## src/rtl/ysyx_lsu.sv

```systemverilog
// ysyx_lsu: load/store unit between the execute stage and writeback.
// Takes one instruction per in_valid/in_ready handshake and runs at most one
// bus transaction for it. Store data is lane-aligned and load data is
// sign- or zero-extended. The result goes to the WBU over out_valid/out_ready.
//
// Optional build macro: YSYX_LSU_MISALIGN_CHK_EN
//   When defined, a misaligned halfword or word access raises out_err and
//   issues no bus request. When undefined, every access goes to the bus.
//
// Handshake rule, used on every interface: a transfer happens on a rising
// edge where valid and ready are both high. A valid, once raised, stays high
// and keeps its payload stable until that transfer. The one exception is
// mem_rsp_valid, which has no ready and is consumed only while in WAIT.
module ysyx_lsu #(
  parameter int ADDR_W = 32,
  parameter int DATA_W = 32
) (
  input  logic              clk,
  input  logic              rst,
  input  logic              in_valid,
  output logic              in_ready,
  input  logic [ADDR_W-1:0] in_addr,
  input  logic [DATA_W-1:0] in_wdata,
  input  logic [2:0]        in_func3,
  input  logic              in_mem_read,
  input  logic              in_mem_write,
  input  logic              in_rd_we,
  input  logic [4:0]        in_rd,
  output logic              mem_req_valid,
  input  logic              mem_req_ready,
  output logic [ADDR_W-1:0] mem_req_addr,
  output logic              mem_req_wen,
  output logic [DATA_W-1:0] mem_req_wdata,
  output logic [3:0]        mem_req_wstrb,
  input  logic              mem_rsp_valid,
  input  logic [DATA_W-1:0] mem_rsp_rdata,
  input  logic              mem_rsp_err,
  output logic              out_valid,
  input  logic              out_ready,
  output logic              out_rd_we,
  output logic [4:0]        out_rd,
  output logic [DATA_W-1:0] out_wdata,
  output logic              out_err
);

  typedef enum logic [1:0] {IDLE, REQ, WAIT, DONE} state_t;

  state_t state_q, state_d;

  logic [ADDR_W-1:0] addr_q;
  logic [2:0]        func3_q;
  logic [4:0]        rd_q;
  logic              wen_q;
  logic [3:0]        wstrb_q;
  logic [DATA_W-1:0] req_wdata_q;
  logic [DATA_W-1:0] out_wdata_q;
  logic              out_rd_we_q;
  logic              out_err_q;

  logic              is_mem;
  logic              misalign;
  logic [3:0]        base_mask;
  logic [3:0]        st_wstrb;
  logic [DATA_W-1:0] st_wdata;
  logic [DATA_W-1:0] ld_sh;
  logic [DATA_W-1:0] ld_data;

  // A store takes priority when both read and write are set.
  assign is_mem   = in_mem_read | in_mem_write;
  assign st_wstrb = base_mask << in_addr[1:0];
  assign st_wdata = in_wdata << {in_addr[1:0], 3'b000};
  assign ld_sh    = mem_rsp_rdata >> {addr_q[1:0], 3'b000};

`ifdef YSYX_LSU_MISALIGN_CHK_EN
  // Misaligned halfword (001/101) or word (010) access.
  always_comb begin
    misalign = ((in_func3[1:0] == 2'b01) && in_addr[0]) ||
               ((in_func3 == 3'b010) && (in_addr[1:0] != 2'b00));
  end
`else
  // Misaligned accesses go to the bus like any other access.
  always_comb begin
    misalign = 1'b0;
  end
`endif

  // Byte-enable pattern for the store width, before lane shifting.
  always_comb begin
    base_mask = 4'b0000;
    case (in_func3)
      3'b000:  base_mask = 4'b0001;
      3'b001:  base_mask = 4'b0011;
      3'b010:  base_mask = 4'b1111;
      default: base_mask = 4'b0000;
    endcase
  end

  // Load extension from the lane-shifted response word.
  always_comb begin
    ld_data = ld_sh;
    case (func3_q)
      3'b000:  ld_data = {{(DATA_W-8){ld_sh[7]}}, ld_sh[7:0]};
      3'b100:  ld_data = {{(DATA_W-8){1'b0}}, ld_sh[7:0]};
      3'b001:  ld_data = {{(DATA_W-16){ld_sh[15]}}, ld_sh[15:0]};
      3'b101:  ld_data = {{(DATA_W-16){1'b0}}, ld_sh[15:0]};
      default: ld_data = ld_sh;
    endcase
  end

  // State register.
  always_ff @(posedge clk) begin
    if (rst) state_q <= IDLE;
    else     state_q <= state_d;
  end

  // Next-state logic.
  always_comb begin
    state_d = state_q;
    case (state_q)
      IDLE: if (in_valid) state_d = (is_mem && !misalign) ? REQ : DONE;
      REQ:  if (mem_req_ready) state_d = WAIT;
      WAIT: if (mem_rsp_valid) state_d = DONE;
      DONE: if (out_ready) state_d = IDLE;
      default: state_d = IDLE;
    endcase
  end

  // Capture the instruction on accept and the formatted result on response.
  always_ff @(posedge clk) begin
    if (rst) begin
      addr_q      <= '0;
      func3_q     <= '0;
      rd_q        <= '0;
      wen_q       <= 1'b0;
      wstrb_q     <= '0;
      req_wdata_q <= '0;
      out_wdata_q <= '0;
      out_rd_we_q <= 1'b0;
      out_err_q   <= 1'b0;
    end else begin
      case (state_q)
        IDLE: begin
          if (in_valid) begin
            addr_q      <= in_addr;
            func3_q     <= in_func3;
            rd_q        <= in_rd;
            wen_q       <= in_mem_write;
            wstrb_q     <= in_mem_write ? st_wstrb : 4'b0000;
            req_wdata_q <= in_mem_write ? st_wdata : '0;
            out_rd_we_q <= in_rd_we & (in_rd != 5'd0);
            out_err_q   <= 1'b0;
            if (is_mem && misalign) begin
              out_err_q   <= 1'b1;
              out_wdata_q <= '0;
              out_rd_we_q <= 1'b0;
            end else if (!is_mem) begin
              out_wdata_q <= DATA_W'(in_addr);
            end
          end
        end
        WAIT: begin
          if (mem_rsp_valid) begin
            if (mem_rsp_err) begin
              out_err_q   <= 1'b1;
              out_wdata_q <= '0;
              out_rd_we_q <= 1'b0;
            end else if (wen_q) begin
              out_wdata_q <= DATA_W'(addr_q);
            end else begin
              out_wdata_q <= ld_data;
            end
          end
        end
        default: ;
      endcase
    end
  end

  assign in_ready      = (state_q == IDLE);
  assign mem_req_valid = (state_q == REQ);
  assign out_valid     = (state_q == DONE);
  assign mem_req_addr  = {addr_q[ADDR_W-1:2], 2'b00};
  assign mem_req_wen   = wen_q;
  assign mem_req_wdata = req_wdata_q;
  assign mem_req_wstrb = wstrb_q;
  assign out_rd        = rd_q;
  assign out_rd_we     = out_rd_we_q;
  assign out_wdata     = out_wdata_q;
  assign out_err       = out_err_q;

endmodule
```

## config.mk

```make
export PLATFORM = sky130hd
export DESIGN_NAME = ysyx_lsu
export DESIGN_NICKNAME = d
export VERILOG_FILES = /design/src/rtl/ysyx_lsu.sv
export SDC_FILE = /design/constraint.sdc
export NUM_CORES = 1
export LEC_CHECK = 0
export ABC_CLOCK_PERIOD_IN_PS = 3800
export CAP_MARGIN = 25
export CORE_ASPECT_RATIO = 1.4
export CORE_MARGIN = 3
export CORE_UTILIZATION = 45
export CTS_CLUSTER_SIZE = 12
export DETAILED_ROUTE_END_ITERATION = 10
export PLACE_DENSITY = 0.81
export SETUP_SLACK_MARGIN = 0.02
export SYNTH_ARGS = -nofsm -noshare
export SYNTH_HDL_FRONTEND = slang
export SYNTH_SLANG_ARGS = --single-unit
```

## constraint.sdc

```tcl
create_clock -name clk -period 3.8 [get_ports clk]
set_clock_uncertainty 0.05 [all_clocks]
set_input_delay 0.76 -clock clk [delete_from_list [all_inputs] [get_ports clk]]
set_output_delay 0.76 -clock clk [all_outputs]
set_load 0.01 [all_outputs]
```

# == Word level (Yosys, flattened, before mapping) ==
# Cells that the tools add are included.
# op_classes
eq_ne,14
n_shift,3
n_mux,24
n_bitwise,2
reduce_logical,9
# op_table
cell,n
$mux W32,6
$pmux W32 S4,1
$pmux W32 S2,1
$shl A32 B5 Y32,1
$shr A32 B5 Y32,1
$pmux W4 S3,1
$reduce_and A4 Y1,3
$mux W2,5
$ne A2 B2 Y1 const B,4
$pmux W2 S4,1
$eq A3 B1 Y1 const B,2
$eq A3 B3 Y1 const B,2
$logic_not A3 Y1,2
$mux W1,6
$reduce_bool A5 Y1,1
$eq A2 B2 Y1 const B,2
$mux W4,1
$ne A2 B1 Y1 const B,2
$pmux W1 S2,2
$shl A4 B2 Y4,1
$eq A3 B2 Y1 const B,1
$eq A2 B1 Y1 const B,1
$logic_not A2 Y1,1
$reduce_and A2 Y1,1
other kinds (3),3
# word_totals
regBits,113
output_inout_bits,111

# == Logic depth before layout (Yosys ltp) ==
# Gate-level depths: netlist of run 1.
# depth
depth_word,6
ltp_mapped,9
depth_no_buf,6

# == Least setup slack after synthesis of run 1 ==
# OpenSTA, ideal clock, no wires.
# synth_timing
path_kind,input port to flip-flop
startpoint,input port in_mem_write
endpoint,"register out_wdata_q[10], in the netlist out_wdata[10]"
setup_time_ps,91
arrival_time_ps,2040
t_required_ps,3659
path_slack_ps,1620
stages,6
path_cell_list,or3b_1 a211oi_2 buf_4 buf_4 nor2_1 a311oi_1
# synth_via
elab_chain_len,3
# synth_rtl
item,line_no,rtl
start: declaration,26,"input logic in_mem_write,"
$or A1 B1 Y1,69,assign is_mem = in_mem_read | in_mem_write;
$ne A2 B2 Y1 (no line),-,
$reduce_and A4 Y1 (no line),-,
end signal: assignment,157,out_wdata_q <= DATA_W'(in_addr);
end signal: assignment,168,out_wdata_q <= DATA_W'(addr_q);
end signal: assignment,170,out_wdata_q <= ld_data;
end: declaration,56,logic [DATA_W-1:0] out_wdata_q;
# Every way passes these cells.
# A chain may end at the register's enable or synchronous reset.

# == Worst setup path in the final report of run 1 ==
# layout_timing
startpoint,input port in_valid
endpoint,"register out_wdata_q[21], in the netlist out_wdata[21]"
# layout_via
elab_chain_len,2
# layout_rtl
item,line_no,rtl
start: declaration,20,"input logic in_valid,"
$ne A2 B2 Y1 (no line),-,
$reduce_and A4 Y1 (no line),-,
# Every way passes these cells.

==> results.rst, run 1 <==
.. list-table::
   :header-rows: 1

   * - Metric
     - Value
   * - Prevailing post-synth register cell
     - dfxtp_1
   * - Sequential share of the synthesized area
     - a little under two fifths
   * - Post-cts gate resize count
     - 0
   * - Initial detailed-routing violation count
     - approximately 460
   * - Final setup slack of the worst path
     - 1110 ps
   * - Endpoint arrival time on the critical path
     - 2900 ps
   * - Cell area after synthesis
     - 6140 sq um
   * - Unrepaired setup endpoints after global routing
     - no
   * - Sw frac
     - a little over a third
   * - Effective utilization at floorplan
     - 46.8%
   * - Share of the clock period used by the worst path
     - a little over two thirds
   * - Switching component of the power
     - between 1.5 and 2 mW
   * - Final net count
     - 1013
   * - Maximum fanout along the worst path
     - 33
   * - Critical Path End Type
     - flip-flop
   * - Number of cell instances on the worst register-to-register path
     - 6
   * - Worst min path class
     - flip-flop to flip-flop
   * - Worst hold slack
     - 400 ps
   * - Required time of the critical path
     - 4010 ps
   * - Critical path type
     - input port to flip-flop
   * - Global-route wire length before repair
     - 32200 microns
   * - Number of CTS-inserted buffers
     - 17
   * - Area leader, netlist
     - dfxtp_1
   * - Count of endpoints failing hold in the final timing report
     - 0
   * - Via count of the first global-routing pass
     - 6057
   * - Overall via count from detail_route
     - 6248
   * - Die height
     - 144 microns
   * - Total number of placement rows
     - 49
   * - Wire per inst
     - 19.2 microns
   * - Gr ovfl total
     - 0
   * - Startpoint types
     - input port
   * - Commonest cells in the synthesized netlist
     - dfxtp_1, nand2_1, nor2_1
   * - Yosys warns
     - 0
   * - Number of flops mapped to enable cells by yosys
     - 0
   * - Cell leakage power
     - 3.16 nW
   * - Clock root buffer
     - clkbuf_16
   * - Routed vias/inst
     - about 5.8
   * - Clock network fraction of design power
     - 29.4%
   * - Proportion of layout cells with a drive suffix above 1
     - 8.29%
   * - Top-area cell type share of the netlist area
     - 36.8%
   * - Worst slew margin relative to its limit
     - 41.6%
   * - Result of the run
     - finished, final reports clean
   * - Final number of max-transition violations
     - 0
   * - Number of primary I/O pins
     - 225
   * - Accumulated negative setup slack
     - 0 ps
   * - Met2 Resource Use GR
     - a little under half
   * - Overall die area
     - 15100 sq um
   * - Total power after layout
     - approximately 5.4 mW
   * - Clock tree sinks
     - 113
   * - Detail Route Antenna Nets
     - 0
   * - DRC Markers
     - 0
   * - RePlAce Congestion
     - 0.908
   * - Layout filler cell count
     - 1074
   * - Met1 GRT Util
     - 29.7%
   * - Pint
     - between 3 and 4 mW
   * - Max-cap violation count
     - 0
   * - Post-CTS repair timing setup buffer count
     - 0
   * - Power Dens Cells
     - 609 nW/um^2
   * - Count of non-filler cells in the finished layout
     - 1083
   * - IO buf count
     - 222
   * - Synth Register Bits
     - 113
   * - Proportion of synthesized flip-flops having asynchronous set or reset
     - 0%
   * - Met3 Usage GRT
     - 9.74%
   * - Total placed cells including tap cells
     - 1053
   * - TritonRoute pass-1 iters
     - 5
   * - Max frequency
     - 372 MHz
   * - Busiest layer in global routing
     - met2
   * - Quantity of hold-fixing buffers added after cts
     - 0
   * - Worst slack at placement
     - 696 ps
   * - Transition at the pin with the smallest max-transition slack
     - slightly below 900 ps
   * - Top post-synthesis cells by area
     - dfxtp_1, mux2i_1, nand2_1
   * - Antenna violations before repair
     - 0
   * - Per-instance average area after synthesis
     - 8.35 sq um
   * - Global-route total usage across every layer
     - 26.9%
   * - HPWL after detailed placement
     - 15000 microns
   * - Number of instances in the synthesized netlist
     - about 740
   * - Clock transition at the register clock pins on the worst setup and hold paths after CTS
     - roughly 50 ps
   * - Total of endpoints with negative setup slack in the final report
     - 0
   * - Final min period
     - ~2700 ps
   * - Hold Path Stages
     - 2
   * - Core area
     - about 13000 sq um
   * - Seq pwr share
     - 30.2%
   * - Die width
     - 105 microns
   * - Most used standard cell by instance count after synthesis
     - dfxtp_1
   * - Maximum number of pins on one net before global-route repair
     - 52
   * - Ant diodes
     - 0
   * - Count of different cell masters after synthesis
     - 53
   * - Worst-Skew Late Latency
     - 410 ps
   * - Total wire length after detailed routing
     - 20800 microns
   * - Buffer depth of the longest clock path
     - 2
   * - Combinational group share of total power
     - 40.4%
   * - Area growth from synthesis to final layout
     - 43.5%
   * - Count of H-tree levels built during CTS
     - 4
   * - IR drop worst, VDD
     - 0.412 mV
   * - TritonCTS clock tree
     - yes
[final cells by class]
type                            count  area [sq um]  share of cell area (%)
Multi-Input combinational cell    516          3360                    38.1
Inverter                            8          30.0                   0.341
Clock buffer                       23           498                    5.65
Sequential cell                   113          2260                    25.7
Tap cell                          178           223                    2.53
Timing Repair Buffer              239          2360                    26.8
Clock inverter                      6          80.1                   0.909
[final timing paths]
check / start / to / slack (ps)
setup / recovery: in_valid / out_wdata[21] / 1110
hold / removal: out_rd_we / out_rd_we / 400
setup reg to reg: addr_q[1] / out_wdata[29] / 1250
hold reg to reg: out_rd_we / out_rd_we / 400
[power groups by stage]
stage | clock (mW) | sequential [mW] | combinational, mW
2_1_floorplan | 0 | 1.67 | 1.25
3_3_place_gp | 0 | 1.63 | 2.13
3_5_place_dp | 0 | 1.64 | 2.16
4_1_cts | 1.59 | 1.62 | 2.17
5_1_grt | 1.64 | 1.65 | 2.35
6_report | 1.58 | 1.62 | 2.17
[kinds of logic (layout without fill, tap and decap cells)]
group | after synthesis | after routing | share of synthesized area (%)
other | 1 | 2 | 0.0611
buffers and inverters | 108 | 276 | 8.92
AO/OA/AOI/OAI | 195 | 195 | 21.6
adder cells (fa/ha/maj) | 4 | 4 | 0.815
flip-flops | 113 | 113 | 36.8
XOR/XNOR | 1 | 1 | 0.143
AND/OR/NAND/NOR | 249 | 249 | 19.1
multiplexers | 65 | 65 | 12.5
[sequential cells by signal, summed over array words and instances (netlist names)]
signal and flops:
func3_q 3, mem_req_wdata 32, state_q 2, out_rd_we 1, out_rd 5, out_wdata 32
out_err 1, mem_req_wstrb 4, mem_req_wen 1, addr_q 32
[cells in the final DEF, fill, tap and decap left out, types with 2 or more instances in the layout]
cell type / count
o221ai_1: 15
conb_1: 2
nand2b_1: 5
mux2i_1: 43
mux2_2: 14
nor3_1: 4
dfxtp_1: 112
mux4_2: 8
clkinv_2: 4
nor3b_1: 8
ha_1: 4
clkbuf_16: 17
nand3b_1: 6
clkbuf_8: 5
nand2_1: 95
a211o_1: 2
nor4_1: 15
and3_1: 13
bufinv_16: 2
o32ai_1: 3
o21a_1: 3
o211ai_1: 11
a311oi_1: 14
a22oi_1: 34
nor2_1: 69
o21ai_0: 12
o22ai_1: 16
clkdlybuf4s50_1: 221
inv_1: 7
o2111ai_1: 3
nor2b_1: 24
buf_4: 17
o2bb2ai_1: 8
a21oi_1: 63
[worst max-delay path: stages]
cell	delay (ps)
clkdlybuf4s50_1	560
or3b_1	410
a211oi_4	330
buf_4	450
mux2i_1	260
o22ai_1	110
[through the flow]
stage                     utilization, %  cell area [sq um]
after floorplan                        -               6150
after global placement              62.6               8220
after detailed placement            62.7               8230
after CTS                           67.1               8800
after global routing                67.2               8810
final                               67.2               8810
[layer usage]
layer  vias up  part of all wire, %
met5         -                    0
met4         0                  3.1
met3        46                  9.0
met2       274                   51
met1      2975                   37
li1       2953                    -
Note: power is estimated with default switching activity, not from simulation.
==> run 2: changes to the inputs <==
ABC_CLOCK_PERIOD_IN_PS = 2300   (was 3800)
CORE_UTILIZATION = 41   (was 45)
PLACE_DENSITY = 0.78   (was 0.81)
clock period = 2.3 ns   (was 3.8 ns; I/O delays follow)
==> results.rst, run 2 (same netlist as run 1, synthesis figures left out) <==
.. list-table::
   :header-rows: 1

   * - Metric
     - Value
   * - Result of the run
     - finished, final reports clean
   * - Routed vias/inst
     - 5.56
   * - Gr ovfl total
     - 0
   * - Largest stage delay, worst path
     - 580 ps
   * - Effective utilization at floorplan
     - 42.1%
   * - Global-route wire length before repair
     - 32700 microns
   * - Number of CTS-inserted buffers
     - 17
   * - TritonCTS clock tree
     - yes
   * - Die width
     - 109 microns
   * - Endpoint arrival time on the critical path
     - between 1500 and 2000 ps
   * - Accumulated negative setup slack
     - 0 ps
   * - Count of H-tree levels built during CTS
     - 4
   * - Worst-Skew Late Latency
     - around 400 ps
   * - Number of primary I/O pins
     - 225
   * - Via count of the first global-routing pass
     - 6241
   * - Power Dens Cells
     - about 1000 nW/um^2
   * - TritonRoute pass-1 iters
     - 5
   * - Startpoint types
     - flip-flop
   * - Proportion of layout cells with a drive suffix above 1
     - 11.6%
   * - Kind of cell adding the most delay to the critical path
     - buffers and inverters
   * - Chain of cells forming the critical path
     - inv_1, ha_2, clkdlybuf4s50_1
   * - Master of the slowest instance on the critical path
     - clkdlybuf4s50_1
   * - Critical Path End Type
     - output port
   * - Quantity of hold-fixing buffers added after cts
     - 0
   * - Post-CTS repair timing setup buffer count
     - 0
   * - Commonest non-fill, non-tap cells in the layout
     - clkdlybuf4s50_1, dfxtp_1, nand2_1
   * - Share of the clock period used by the worst path
     - approximately 97%
   * - Overall die area
     - 16500 sq um
   * - Transition at the pin with the smallest max-transition slack
     - 882 ps
   * - Critical path type
     - flip-flop to output port
   * - Core area
     - between 10000 and 15000 sq um
   * - Layout filler cell count
     - 1241
   * - Total wire length after detailed routing
     - 21000 microns
   * - Total of endpoints with negative setup slack in the final report
     - 0
   * - Max-cap violation count
     - 0
   * - Max frequency
     - between 400 and 500 MHz
   * - Unrepaired setup endpoints after global routing
     - yes
   * - Post-cts gate resize count
     - 1
   * - Maximum number of pins on one net before global-route repair
     - 90
   * - Detail Route Antenna Nets
     - 0
   * - Final net count
     - 1043
   * - Count of endpoints failing hold in the final timing report
     - 0
   * - Die height
     - 151 microns
   * - Area growth from synthesis to final layout
     - 49.2%
   * - Clock transition at the register clock pins on the worst setup and hold paths after CTS
     - ~60 ps
   * - IO buf count
     - ~220
   * - Total power after layout
     - 9.34 mW
   * - Clock root buffer
     - clkbuf_16
   * - DRC Markers
     - 0
   * - Final min period
     - 2230 ps
   * - Cell leakage power
     - 3.34 nW
   * - Sum of buffers and inverters on the critical path
     - 2
   * - Maximum fanout along the worst path
     - 9
   * - Buffer depth of the longest clock path
     - 2
   * - Initial detailed-routing violation count
     - 421
   * - Final number of max-transition violations
     - 0
   * - Wire per inst
     - 18.7 microns
   * - Overall via count from detail_route
     - around 6300
   * - Antenna violations before repair
     - 1
   * - Global-route total usage across every layer
     - between 20 and 30%
   * - Worst slack at placement
     - -246 ps
   * - Worst min path class
     - input port to flip-flop
   * - Required time of the critical path
     - around 1800 ps
   * - RePlAce Congestion
     - 0.907
   * - Most frequent standard cell in the layout excluding fill and tap cells
     - clkdlybuf4s50_1
   * - Ant diodes
     - 0
   * - Clock tree sinks
     - 113
   * - HPWL after detailed placement
     - around 15000 microns
   * - Final setup slack of the worst path
     - 71.9 ps
   * - Total number of placement rows
     - 52
   * - IR drop worst, VDD
     - 0.521 mV
   * - Worst slew margin relative to its limit
     - 40.7%
-- run 2: cell types whose count changed in the layout (fill, tap and decap cells not counted) --
cell	delta
nor2_2	+1
clkinv_4	+1
clkbuf_1	+1
ha_1	-1
clkinv_2	+1
buf_12	+8
buf_6	+1
ha_2	+1
nor2_1	-1
buf_4	+21
clkinvlp_4	+2
clkbuf_8	-2
-- run 2: area by class of cell --
type | instances | area (sq um) | area share, %
Tap cell | 189 | 236 | 2.58
Inverter | 8 | 30.0 | 0.328
Multi-Input combinational cell | 516 | 3360 | 36.7
Timing Repair Buffer | 269 | 2690 | 29.3
Clock buffer | 22 | 474 | 5.17
Sequential cell | 113 | 2260 | 24.7
Clock inverter | 10 | 109 | 1.19
-- run 2: metrics by stage --
stage | instances | hold slack, ps | utilization (%) | cell area [sq um]
2_1_floorplan | 737 | 395 | - | 6150
3_5_place_dp | 1094 | 394 | 58.8 | 8560
5_1_grt | 1127 | 402 | 62.9 | 9160
4_1_cts | 1126 | 374 | 62.8 | 9150
3_3_place_gp | 1092 | 389 | 58.7 | 8550
6_report | 1127 | 388 | 62.9 | 9160
-- run 2: final timing paths --
| kind | from | end | slack [ps] | cells after the start |
|---|---|---|---|---|
| setup reg to reg | addr_q[1] | out_wdata[22] | 160 | 6 |
| setup / recovery | state_q[0] | in_ready | 70 | 3 |
| hold / removal | rst | addr_q[12] | 390 | 2 |
| hold reg to reg | mem_req_wstrb[2] | mem_req_wstrb[2] | 400 | 2 |
-- run 2: power breakdown --
part	switching, mW	internal (mW)
Sequential	0.305	2.37
Combinational	2.01	2.06
Clock	0.931	1.67
Total	3.24	6.10
-- run 2: worst register-to-register path, stage by stage (launching register included) --
cell	delay (ps)
dfxtp_1	420
buf_4	180
mux2i_1	120
nor4_2	750
buf_4	300
nor4_1	80
o22ai_1	160
-- run 2: routing by layer --
metal  GRT usage (%)  vias up  wire length [microns]
met3            8.66       44                   2060
met4            12.0        2                    801
met5               0        -                     13
met1            28.2     2932                   7870
met2            43.0      279                  10300
li1                -     3008                      -
==> run 3: changes to the inputs <==
GPL_ROUTABILITY_DRIVEN = 0   (was unset)
==> results of run 3 <==
Same layout as run 2: the final DEF is identical, and so are final timing and power.
